File: src/rtl/sysid_uptime.sv
// Avalon-MM system ID slave: build ID, timestamp, prescaled uptime counter with
// coherent low/high snapshot, control/status and two scratch registers.
module sysid_uptime #(
  parameter logic [31:0] ID           = 32'h0000_0000,
  parameter logic [31:0] TIMESTAMP    = 32'h0000_0000,
  parameter int          UPTIME_WIDTH = 48,
  parameter int          CLK_DIV      = 1000
) (
  input  logic        clock,
  input  logic        reset,
  input  logic [2:0]  address,
  input  logic        read,
  input  logic        write,
  input  logic [31:0] writedata,
  output logic [31:0] readdata,
  output logic        readdatavalid,
  output logic        tick
);

  localparam logic [15:0] PS_LAST = 16'(CLK_DIV - 1);

  localparam logic [2:0] A_ID       = 3'd0;
  localparam logic [2:0] A_TS       = 3'd1;
  localparam logic [2:0] A_UP_LO    = 3'd2;
  localparam logic [2:0] A_UP_HI    = 3'd3;
  localparam logic [2:0] A_CONTROL  = 3'd4;
  localparam logic [2:0] A_STATUS   = 3'd5;
  localparam logic [2:0] A_SCRATCH0 = 3'd6;
  localparam logic [2:0] A_SCRATCH1 = 3'd7;

  logic [15:0]             prescale_q, prescale_d;
  logic [UPTIME_WIDTH-1:0] uptime_q, uptime_d;
  logic [31:0]             snap_q, snap_d;
  logic                    freeze_q, freeze_d;
  logic                    wrap_q, wrap_d;
  logic [31:0]             scratch0_q, scratch0_d;
  logic [31:0]             scratch1_q, scratch1_d;
  logic [31:0]             readdata_q, readdata_d;
  logic                    rdv_q, rdv_d;
  logic                    tick_q, tick_d;

  logic [63:0] up_ext;
  logic        rd_en;
  logic        ctrl_wr;
  logic        clear;
  logic        freeze_eff;
  logic        hit;
  logic        wrap_event;

  assign up_ext = 64'(uptime_q);

  // A write wins over a simultaneous read; the read is simply dropped.
  assign rd_en   = read & ~write;
  assign ctrl_wr = write && (address == A_CONTROL);
  assign clear   = ctrl_wr && writedata[1];

  // A FREEZE write already gates the cycle it is written in, so no tick follows it.
  assign freeze_eff = ctrl_wr ? writedata[0] : freeze_q;
  assign hit        = !freeze_eff && (prescale_q == PS_LAST);
  assign wrap_event = hit && (&uptime_q) && !clear;

  always_comb begin
    prescale_d = prescale_q;
    uptime_d   = uptime_q;
    snap_d     = snap_q;
    freeze_d   = freeze_eff;
    wrap_d     = wrap_q;
    scratch0_d = scratch0_q;
    scratch1_d = scratch1_q;
    readdata_d = readdata_q;
    rdv_d      = 1'b0;
    tick_d     = hit;

    if (clear) begin
      prescale_d = 16'd0;
      uptime_d   = '0;
    end else if (!freeze_eff) begin
      if (hit) begin
        prescale_d = 16'd0;
        uptime_d   = uptime_q + UPTIME_WIDTH'(1);
      end else begin
        prescale_d = prescale_q + 16'd1;
      end
    end

    if (write) begin
      case (address)
        A_STATUS:   if (writedata[0]) wrap_d = 1'b0;
        A_SCRATCH0: scratch0_d = writedata;
        A_SCRATCH1: scratch1_d = writedata;
        default:    ;
      endcase
    end
    // Set has priority over a coincident write-1-clear.
    if (wrap_event) wrap_d = 1'b1;

    if (rd_en) begin
      rdv_d = 1'b1;
      case (address)
        A_ID:       readdata_d = ID;
        A_TS:       readdata_d = TIMESTAMP;
        A_UP_LO: begin
          readdata_d = up_ext[31:0];
          snap_d     = up_ext[63:32];
        end
        A_UP_HI:    readdata_d = snap_q;
        A_CONTROL:  readdata_d = {31'd0, freeze_q};
        A_STATUS:   readdata_d = {31'd0, wrap_q};
        A_SCRATCH0: readdata_d = scratch0_q;
        A_SCRATCH1: readdata_d = scratch1_q;
        default:    readdata_d = 32'd0;
      endcase
    end
  end

  always_ff @(posedge clock or posedge reset) begin
    if (reset) begin
      prescale_q <= 16'd0;
      uptime_q   <= '0;
      snap_q     <= 32'd0;
      freeze_q   <= 1'b0;
      wrap_q     <= 1'b0;
      scratch0_q <= 32'd0;
      scratch1_q <= 32'd0;
      readdata_q <= 32'd0;
      rdv_q      <= 1'b0;
      tick_q     <= 1'b0;
    end else begin
      prescale_q <= prescale_d;
      uptime_q   <= uptime_d;
      snap_q     <= snap_d;
      freeze_q   <= freeze_d;
      wrap_q     <= wrap_d;
      scratch0_q <= scratch0_d;
      scratch1_q <= scratch1_d;
      readdata_q <= readdata_d;
      rdv_q      <= rdv_d;
      tick_q     <= tick_d;
    end
  end

  assign readdata      = readdata_q;
  assign readdatavalid = rdv_q;
  assign tick          = tick_q;

endmodule

File: config.mk
export PLATFORM = sky130hd
export DESIGN_NAME = sysid_uptime
export DESIGN_NICKNAME = d
export VERILOG_FILES = /design/src/rtl/sysid_uptime.sv
export SDC_FILE = /design/constraint.sdc
export NUM_CORES = 1
export LEC_CHECK = 0
export CAP_MARGIN = 20
export CORE_ASPECT_RATIO = 1.1
export CORE_UTILIZATION = 50
export CTS_BUF_LIST = sky130_fd_sc_hd__clkbuf_8
export DETAILED_ROUTE_END_ITERATION = 16
export DONT_BUFFER_PORTS = 1
export GPL_TIMING_DRIVEN = 0
export MAX_ROUTING_LAYER = met4
export RECOVER_POWER = 25
export SYNTH_ARGS = -nofsm -noshare
export SYNTH_HDL_FRONTEND = slang
export SYNTH_SLANG_ARGS = --single-unit
File: constraint.sdc
create_clock -name clock -period 12.2 [get_ports clock]
set_input_delay 2.44 -clock clock [delete_from_list [all_inputs] [get_ports clock]]
set_output_delay 2.44 -clock clock [all_outputs]
set_load 0.005 [all_outputs]
== After elaboration in Yosys (flattened, before gate mapping) ==
Cells that the tools add are included.

* $add $sub $neg: 2
* Equality and inequality tests: 9
* Multiplexer cells: 13
* Bitwise operators: 2
* Reductions and logical operators: 19

{| class="wikitable"
|+ Operator list
! operator !! number
|-
| 32-bit one-hot mux with 7 select lines || 1
|-
| 48-bit 2-to-1 mux || 3
|-
| 48-bit by 1-bit adder with 48-bit output (second input constant) || 1
|-
| 16-bit 2-to-1 mux || 3
|-
| 48-bit AND reduction || 1
|-
| 16-bit by 1-bit adder with 16-bit output (second input constant) || 1
|-
| 16-bit by 10-bit equality test with 1-bit output (second input constant) || 1
|-
| 3-bit equality test (second input constant) || 4
|-
| 2-bit AND reduction || 4
|-
| 2-bit nonzero test || 4
|-
| 3-bit by 2-bit equality test with 1-bit output (second input constant) || 2
|-
| 1-bit 2-to-1 mux || 6
|-
| 1-bit logical AND || 5
|-
| 3-bit by 1-bit equality test with 1-bit output (second input constant) || 1
|-
| 3-bit logical NOT || 1
|-
| 3-bit AND reduction || 1
|-
| 1-bit logical NOT || 2
|-
| 2-bit by 1-bit != test with 1-bit output (second input constant) || 1
|-
| 2-bit OR reduction || 1
|-
| 1-bit AND || 1
|-
| 1-bit inverter || 1
|}

* Bits in registers: 180
* Word-level logic and storage cells: 55

== Depth between registers and ports, before layout ==
Gate-level depths: netlist (run 1).

* Depth in word-level cells: 9
* Depth in mapped cells: 9
* Mapped depth without buffers: 6

== Worst setup path before layout (run 1) ==
OpenSTA, ideal clock, no wires.

* Path type: input port to flip-flop
* Start: in address[1]
* End: reg uptime_q[15]
* Data arrival time: 4.275 ns
* Data required time: 12.081 ns
* Slack: 7.806 ns
* Cell stages on the path: 8
* Path buffers: 2
* Cells stage by stage: buf_4 -> nor4bb_4 -> mux2i_1 -> inv_2 -> or3_1 -> buf_2 -> o31a_1 -> o21a_1

* Longest elaborated chain between the ends: 7
* Elaborated cells between the ends (all ways): 10
* Classes of those cells: 2 x eq/ne; 2 x mux; 6 x reduce/logical

{| class="wikitable"
|+ Ends and longest elaborated chain
! element !! line !! RTL
|-
| start: declaration || 11 || <nowiki>input logic [2:0] address,</nowiki>
|-
| 3-bit equality test (*) || 54 || <nowiki>assign ctrl_wr = write && (address == A_CONTROL);</nowiki>
|-
| 1-bit logical AND (*) || 54 ||
|-
| 1-bit 2-to-1 mux || 58 || <nowiki>assign freeze_eff = ctrl_wr ? writedata[0] : freeze_q;</nowiki>
|-
| 1-bit logical NOT || - ||
|-
| 1-bit logical AND || 59 || <nowiki>assign hit = !freeze_eff && (prescale_q == PS_LAST);</nowiki>
|-
| 2-bit nonzero test (no source line) || - ||
|-
| 2-bit AND reduction (no source line) || - ||
|-
| end signal: assignment || 130 || <nowiki>uptime_q <= uptime_d;</nowiki>
|-
| end: declaration || 32 || <nowiki>logic [UPTIME_WIDTH-1:0] uptime_q, uptime_d;</nowiki>
|}

Every way passes the cells marked *; elsewhere a longest branch is shown, timed or not.
A chain may end at the register's enable or synchronous reset.

== Worst setup path after layout (run 1) ==
* Start: in address[1]
* End: reg uptime_q[29]

Same word-level chain as after synthesis.

==> impl_summary.txt, run 1 <==
----------------------------------------------------
[Clock tree]
  Count of instances resized after the clock tree is built ... 0
  Post-CTS setup buffer count ... 0
  Number of clock sinks ... 180
  Level count of the clock H-tree ... 4
  Number of CTS-inserted buffers ... 17
  Quantity of hold-fixing buffers added after cts ... 0
  Clock-pin slew reported for the worst setup and hold paths after clock tree synthesis ... 0.10 ns
  Root buffer selected by CTS ... sky130_fd_sc_hd__clkbuf_8
  Clock tree from TritonCTS ... built
  Source-to-sink clock delay at the later pin of the worst-skew pair ... 0.47 ns
  Number of buffers on the longest clock path ... 2

[Routing]
  Remaining antenna violation count after routing ... 0
  Avg Vias per Cell ... 6.43
  Routed via count ... 6343
  Number of remaining DRC errors ... 0
  Number of detailed-routing iterations run before antenna repair ... 5
  Routed len/inst ... 22.5 um
  Detailed-route wire length ... 22100 um
  Initial DRC Count ... 535

[STA]
  Period utilisation layout ... 0.372
  Max-slew headroom ... -0.810
  Final setup vio count ... 0
  Total Neg Setup Slack ... 0 ns
  Max-slew violation count ... 60
  Shortest period the worst path allows ... 4.54 ns
  Hold Fails Final Rpt ... 0
  Top achievable clock speed ... 0.220 GHz
  Setup repair after global routing missed its margin ... false
  Clock Skew ... 0.0118 ns
  Transition at the pin with the smallest max-transition slack ... 2.70 ns

[Global route]
  First-pass GRT wire length ... 35600 um
  Combined global-route utilization of all metal layers ... 0.273
  Number of global-route vias before repair ... 6411
  Antenna violations before repair ... 0
  Pin count of the biggest net entering global routing ... 122
  Remaining global-route overflow ... 0

[Setup path]
  Setup Crit Path Kind ... in2reg
  Startpoint type of the worst setup path ... input port
  Req. time, crit path ... 12.59 ns
  Crit. End Element ... flip-flop
  Maximum fanout count along the critical path ... 10
  Data arrival time of the critical path ... 4.93 ns

[Floorplan]
  Floorplan die height ... 139 um
  X dimension of the die ... 127 um
  Std-Cell Core Area ... 16600 sq um
  Total Die Area ... 17700 sq um
  Core Rows ... 49
  Initial Utilization ... 0.519
  Number of primary I/O pins ... 73

[Yosys]
  Synth top area share ... 0.524
  Count of flip-flops with a built-in enable after synthesis ... 0
  Synth Flop Type ... sky130_fd_sc_hd__dfrtp_1
  Synth Area per Inst ... 11.5 sq um
  List of most frequent post-synthesis cells ... sky130_fd_sc_hd__dfrtp_1, sky130_fd_sc_hd__mux2_2, sky130_fd_sc_hd__nand2_1
  Number of nets produced by synthesis ... 791
  Mapped Cells ... 750
  Most area-consuming cells after synthesis ... sky130_fd_sc_hd__dfrtp_1, sky130_fd_sc_hd__mux2_2, sky130_fd_sc_hd__mux4_2
  Async set or reset register ratio after synthesis ... 1.00
  Top cell type by total area after synthesis ... sky130_fd_sc_hd__dfrtp_1
  Synth unique cells ... 53
  Cell area after synthesis ... 8590 sq um
  Number of register bits inferred by synthesis ... 180
  Warnings, synthesis ... 0
  Sequential share of the synthesized area ... 0.524
  Most numerous cell in the Yosys netlist ... sky130_fd_sc_hd__dfrtp_1

[Placement]
  Placed cell area ... 8880 sq um
  PortBufs ... 0
  Sum of net half-perimeters after detailed placement ... 15700 um
  Placer congestion estimate ... 0.919

[Cells and area]
  Total of fill cells in the finished design ... 1447
  Total number of nets in the final design ... 811
  Share of post-route cells with drive strength above 1 ... 0.210
  Area taken by flip-flops and latches ... 4500 sq um
  Footprint of the multi-input gates ... 3860 sq um
  Post-route cell area ... 9290 sq um
  Diodes inserted ... 0
  Synthesis-to-finish area growth ... 8.08%

[Status]
  Violated checks ... capacitance limit, slew limit
  Result of the run ... finished, violations left

[Power and ir drop]
  Clock group share of total power ... 0.313
  Internal power ... 0.990 mW
  Combinational fraction of design power ... 0.137
  Switching share of power ... 0.279
  Leakage power ... 3.83 nW
  Register share of total power ... 0.550
  Cell area power density ... 148 nW/um^2
  Maximum vdd drop ... 0.0783 mV
  Net switching power of the design ... 0.384 mW

[Worst hold path]
  Class of the tightest hold or removal check ... reg2reg

[Flow run]
  Max Cap Viol ... 1

----------------------------------------------------
## critical path: stages
cell,delay [ns]
sky130_fd_sc_hd__buf_4,0.15
sky130_fd_sc_hd__nor4bb_4,0.42
sky130_fd_sc_hd__mux2i_1,0.53
sky130_fd_sc_hd__clkbuf_1,0.51
sky130_fd_sc_hd__nand4_1,0.31
sky130_fd_sc_hd__or3_1,0.43
sky130_fd_sc_hd__a21oi_1,0.14
## registers in the layout, indices dropped and copies added, names as in the netlist
signal / count
wrap_q: 1
readdatavalid: 1
snap_q: 16
freeze_q: 1
uptime_q: 48
readdata: 32
scratch1_q: 32
scratch0_q: 32
prescale_q: 16
tick: 1
## layout make-up
type                    instances  area share
plain buffers                  45      0.0202
clock buffers                  17      0.0252
clock inverters                14      0.0190
inverters                       9     0.00377
multi-input cells             516       0.416
flip-flops and latches        180       0.485
well taps                     204      0.0275
repair buffers                  1     0.00296
## per-layer routing
| layer | routed length [um] | track usage | part of all wire |
|---|---|---|---|
| met1 | 9720 | 0.365 | 0.44 |
| met2 | 10700 | 0.419 | 0.48 |
| met3 | 1150 | 0.0461 | 0.052 |
| met4 | 585 | 0.104 | 0.026 |
| met5 | 0 | - | 0 |
## cells in the final DEF, fill, tap and decap left out, types with 12 or more instances in the layout
cell type,instances
sky130_fd_sc_hd__a22o_1,15
sky130_fd_sc_hd__mux4_2,15
sky130_fd_sc_hd__a22oi_1,16
sky130_fd_sc_hd__nand2_1,52
sky130_fd_sc_hd__mux2_2,93
sky130_fd_sc_hd__a21oi_1,37
sky130_fd_sc_hd__o31ai_1,13
sky130_fd_sc_hd__clkbuf_8,17
sky130_fd_sc_hd__buf_2,12
sky130_fd_sc_hd__or3_1,18
sky130_fd_sc_hd__xnor2_1,12
sky130_fd_sc_hd__o21ai_0,42
sky130_fd_sc_hd__or4_1,16
sky130_fd_sc_hd__nor2_1,43
sky130_fd_sc_hd__nand3_1,29
sky130_fd_sc_hd__dfrtp_1,180
sky130_fd_sc_hd__clkbuf_1,26
sky130_fd_sc_hd__nand4_1,29
## power by group through the flow
| stage | logic [mW] | registers (mW) | clock network, mW |
|---|---|---|---|
| CTS | 0.190 | 0.754 | 0.440 |
| global route | 0.211 | 0.767 | 0.460 |
| global placement | 0.180 | 0.762 | 0 |
| detailed placement | 0.189 | 0.766 | 0 |
| finish | 0.188 | 0.755 | 0.430 |
| floorplan | 0.155 | 0.741 | 0 |
## final timing paths
check / start / to / slack, ns / cells after the start
max: address[1] / uptime_q[29] / 7.66 / 7
min: scratch0_q[31] / scratch0_q[31] / 0.51 / 1
max reg2reg: prescale_q[0] / uptime_q[42] / 9.45 / 9
min reg2reg: scratch0_q[31] / scratch0_q[31] / 0.51 / 1
max in group asynchronous: reset / scratch0_q[11] / 8.22 / 2
min in group asynchronous: reset / scratch1_q[25] / 2.60 / 1
## cell families (layout without fill, tap and decap cells)
logic type,Yosys count,in the layout,synth area share
AO/OA/AOI/OAI,143,143,0.106
flip-flops,180,180,0.524
XOR/XNOR,23,23,0.0234
AND/OR/NAND/NOR,237,237,0.153
adder cells (fa/ha/maj),2,2,0.00291
buffers and inverters,54,86,0.0258
multiplexers,111,111,0.165
## per-stage QoR
step | hold WS (ns) | instances | total power, mW | utilization | setup slack, ns
global placement | 0.481 | 954 | 0.942 | 0.534 | 3.12
floorplan | 0.445 | 750 | 0.896 | - | 4.87
finish | 0.508 | 986 | 1.37 | 0.561 | 7.66
CTS | 0.510 | 986 | 1.38 | 0.561 | 7.73
detailed placement | 0.488 | 955 | 0.955 | 0.537 | 7.25
global route | 0.522 | 986 | 1.44 | 0.561 | 7.54
(Power assumes the default switching activity.)
==> run 2, diff against run 1 <==
==> constraint.sdc (replaced) <==
create_clock -name clock -period 4.5 [get_ports clock]
set_input_delay 0.9 -clock clock [delete_from_list [all_inputs] [get_ports clock]]
set_output_delay 0.9 -clock clock [all_outputs]
set_load 0.005 [all_outputs]
==> impl_summary.txt, run 2 (synthesis results as in run 1) <==
----------------------------------------------------
[Status]
  Result of the run ... finished, violations left
  Violated checks ... capacitance limit, slew limit

[Floorplan]
  Floorplan die height ... 139 um
  Core Rows ... 49
  Total Die Area ... 17700 sq um
  Initial Utilization ... 0.519
  X dimension of the die ... 127 um
  Std-Cell Core Area ... 16600 sq um
  Number of primary I/O pins ... 73

[Cells and area]
  Share of post-route cells with drive strength above 1 ... 0.214
  Final core area utilization ... 0.561
  Commonest cells after routing, fill and taps aside ... sky130_fd_sc_hd__dfrtp_1, sky130_fd_sc_hd__mux2_2, sky130_fd_sc_hd__nand2_1
  Diodes inserted ... 0
  Most common library cell in the layout ignoring fill and taps ... sky130_fd_sc_hd__dfrtp_1
  Max FFs per register ... 48
  Post-route cell area ... 9280 sq um
  Final standard cell count with taps included and fillers excluded ... 990
  Largest Register ... uptime_q
  Synthesis-to-finish area growth ... 8.03%
  Total number of nets in the final design ... 814

[Setup path]
  Crit path depth ... 2
  Setup Crit Path Kind ... in2async
  CP max stage delay ... 1.48 ns
  Critical path endpoint ... readdata[27]
  Number of cells on the worst reg-to-reg path ... 8
  Req. time, crit path ... 4.69 ns
  Critical path startpoint ... reset
  R2R Path End ... prescale_q[5]
  Maximum fanout count along the critical path ... 37
  Crit path buf inv count ... 2
  Startpoint type of the worst setup path ... input port
  Reg-to-reg setup timing slack ... 1.77 ns
  R2R Path Start ... prescale_q[0]
  Worst path top cell family by delay ... buffers and inverters
  Worst path cell trace ... clkinvlp_2 > clkbuf_1
  Critical-path top delay cell ... sky130_fd_sc_hd__clkbuf_1
  Crit. End Element ... asynchronous set/reset pin
  Data arrival time of the critical path ... 3.27 ns

[Routing]
  Detailed-route wire length ... 22500 um
  Initial DRC Count ... 428
  Number of remaining DRC errors ... 0
  Avg Vias per Cell ... 6.38
  Number of detailed-routing iterations run before antenna repair ... 5
  Routed via count ... 6314
  Remaining antenna violation count after routing ... 0
  Routed len/inst ... 22.7 um

[STA]
  Top achievable clock speed ... 0.324 GHz
  Setup repair after global routing missed its margin ... false
  Total Neg Setup Slack ... 0 ns
  Shortest period the worst path allows ... 3.08 ns
  Final setup vio count ... 0
  Clock Skew ... 0.00913 ns
  Worst-case setup margin in the final layout ... 1.42 ns
  Transition at the pin with the smallest max-transition slack ... 1.97 ns
  Max-slew headroom ... -0.314
  Period utilisation layout ... 0.685
  Max-slew violation count ... 71
  Hold Fails Final Rpt ... 0

[Placement]
  Placed Cells ... 958
  Placed cell area ... 8930 sq um
  Sum of net half-perimeters after detailed placement ... 16200 um
  PortBufs ... 0
  Worst slack at placement ... 0.998 ns
  Placer congestion estimate ... 0.879

[Global route]
  Number of global-route vias before repair ... 6454
  First-pass GRT wire length ... 36300 um
  Combined global-route utilization of all metal layers ... 0.278
  Remaining global-route overflow ... 0
  Antenna violations before repair ... 0
  Pin count of the biggest net entering global routing ... 44

[Power and ir drop]
  Leakage power ... 3.82 nW
  Cell area power density ... 389 nW/um^2
  Maximum vdd drop ... 0.248 mV

[Clock tree]
  Clock tree from TritonCTS ... built
  Quantity of hold-fixing buffers added after cts ... 0
  Number of buffers on the longest clock path ... 2
  Number of clock sinks ... 180
  Root buffer selected by CTS ... sky130_fd_sc_hd__clkbuf_8
  Source-to-sink clock delay at the later pin of the worst-skew pair ... 0.46 ns
  Level count of the clock H-tree ... 4
  Post-CTS setup buffer count ... 0
  Clock-pin slew reported for the worst setup and hold paths after clock tree synthesis ... 0.10 ns
  Count of instances resized after the clock tree is built ... 0
  Number of CTS-inserted buffers ... 17

[Flow run]
  Max Cap Viol ... 2

[Worst hold path]
  Class of the tightest hold or removal check ... reg2reg

----------------------------------------------------
-- run 2: changes by cell type in the layout (fill, tap and decap cells not counted) --
cell | before | now
sky130_fd_sc_hd__buf_12 | 0 | 3
sky130_fd_sc_hd__bufinv_16 | 3 | 0
sky130_fd_sc_hd__clkinv_4 | 2 | 4
sky130_fd_sc_hd__inv_8 | 1 | 3
sky130_fd_sc_hd__buf_16 | 1 | 0
sky130_fd_sc_hd__clkbuf_1 | 26 | 27
sky130_fd_sc_hd__clkbuf_8 | 17 | 18
sky130_fd_sc_hd__clkinvlp_4 | 3 | 4
sky130_fd_sc_hd__inv_1 | 8 | 7
sky130_fd_sc_hd__inv_6 | 3 | 2
-- run 2: worst min path at each step --
stage                     slack, ns             end  depth (start not counted)           start
after detailed placement       0.49   scratch0_q[4]                          1   scratch0_q[4]
after CTS                      0.43  scratch0_q[25]                          1           reset
after global routing           0.52  scratch0_q[17]                          1  scratch0_q[17]
final                          0.51  scratch0_q[16]                          1  scratch0_q[16]
after global placement         0.48  scratch1_q[31]                          1  scratch1_q[31]
after floorplan                0.45      snap_q[11]                          2      snap_q[11]
-- run 2: area by class of cell --
cell class                 count  area, sq um
fill                        1475         7270
sequential                   180         4500
multi-input combinational    516         3860
tap                          204          255
clock buffer                  18          248
buffer                        45          188
clock inverter                14          121
timing repair buffer           4         63.8
inverter                       9         35.0
-- run 2: power breakdown --
part / internal [mW] / leakage, nW / total (mW) / switching, mW
combinational: 0.279 / 1.31 / 0.513 / 0.234
sequential: 1.85 / 2.33 / 2.05 / 0.199
clock: 0.413 / 0.178 / 1.05 / 0.635
total: 2.55 / 3.82 / 3.61 / 1.07
-- run 2: metrics by stage --
step	total power, mW	hold slack, ns
after global routing	3.80	0.523
after detailed placement	2.60	0.488
after CTS	3.64	0.435
after global placement	2.56	0.481
final	3.61	0.509
after floorplan	2.43	0.445
-- run 2: per-layer routing --
| layer | GRT usage | routed length, um | vias to the layer above |
|---|---|---|---|
| met3 | 0.0673 | 1270 | 17 |
| met5 | - | 0 | - |
| met4 | 0.0670 | 303 | 0 |
| li1 | - | - | 2840 |
| met1 | 0.366 | 9850 | 3251 |
| met2 | 0.435 | 11000 | 206 |
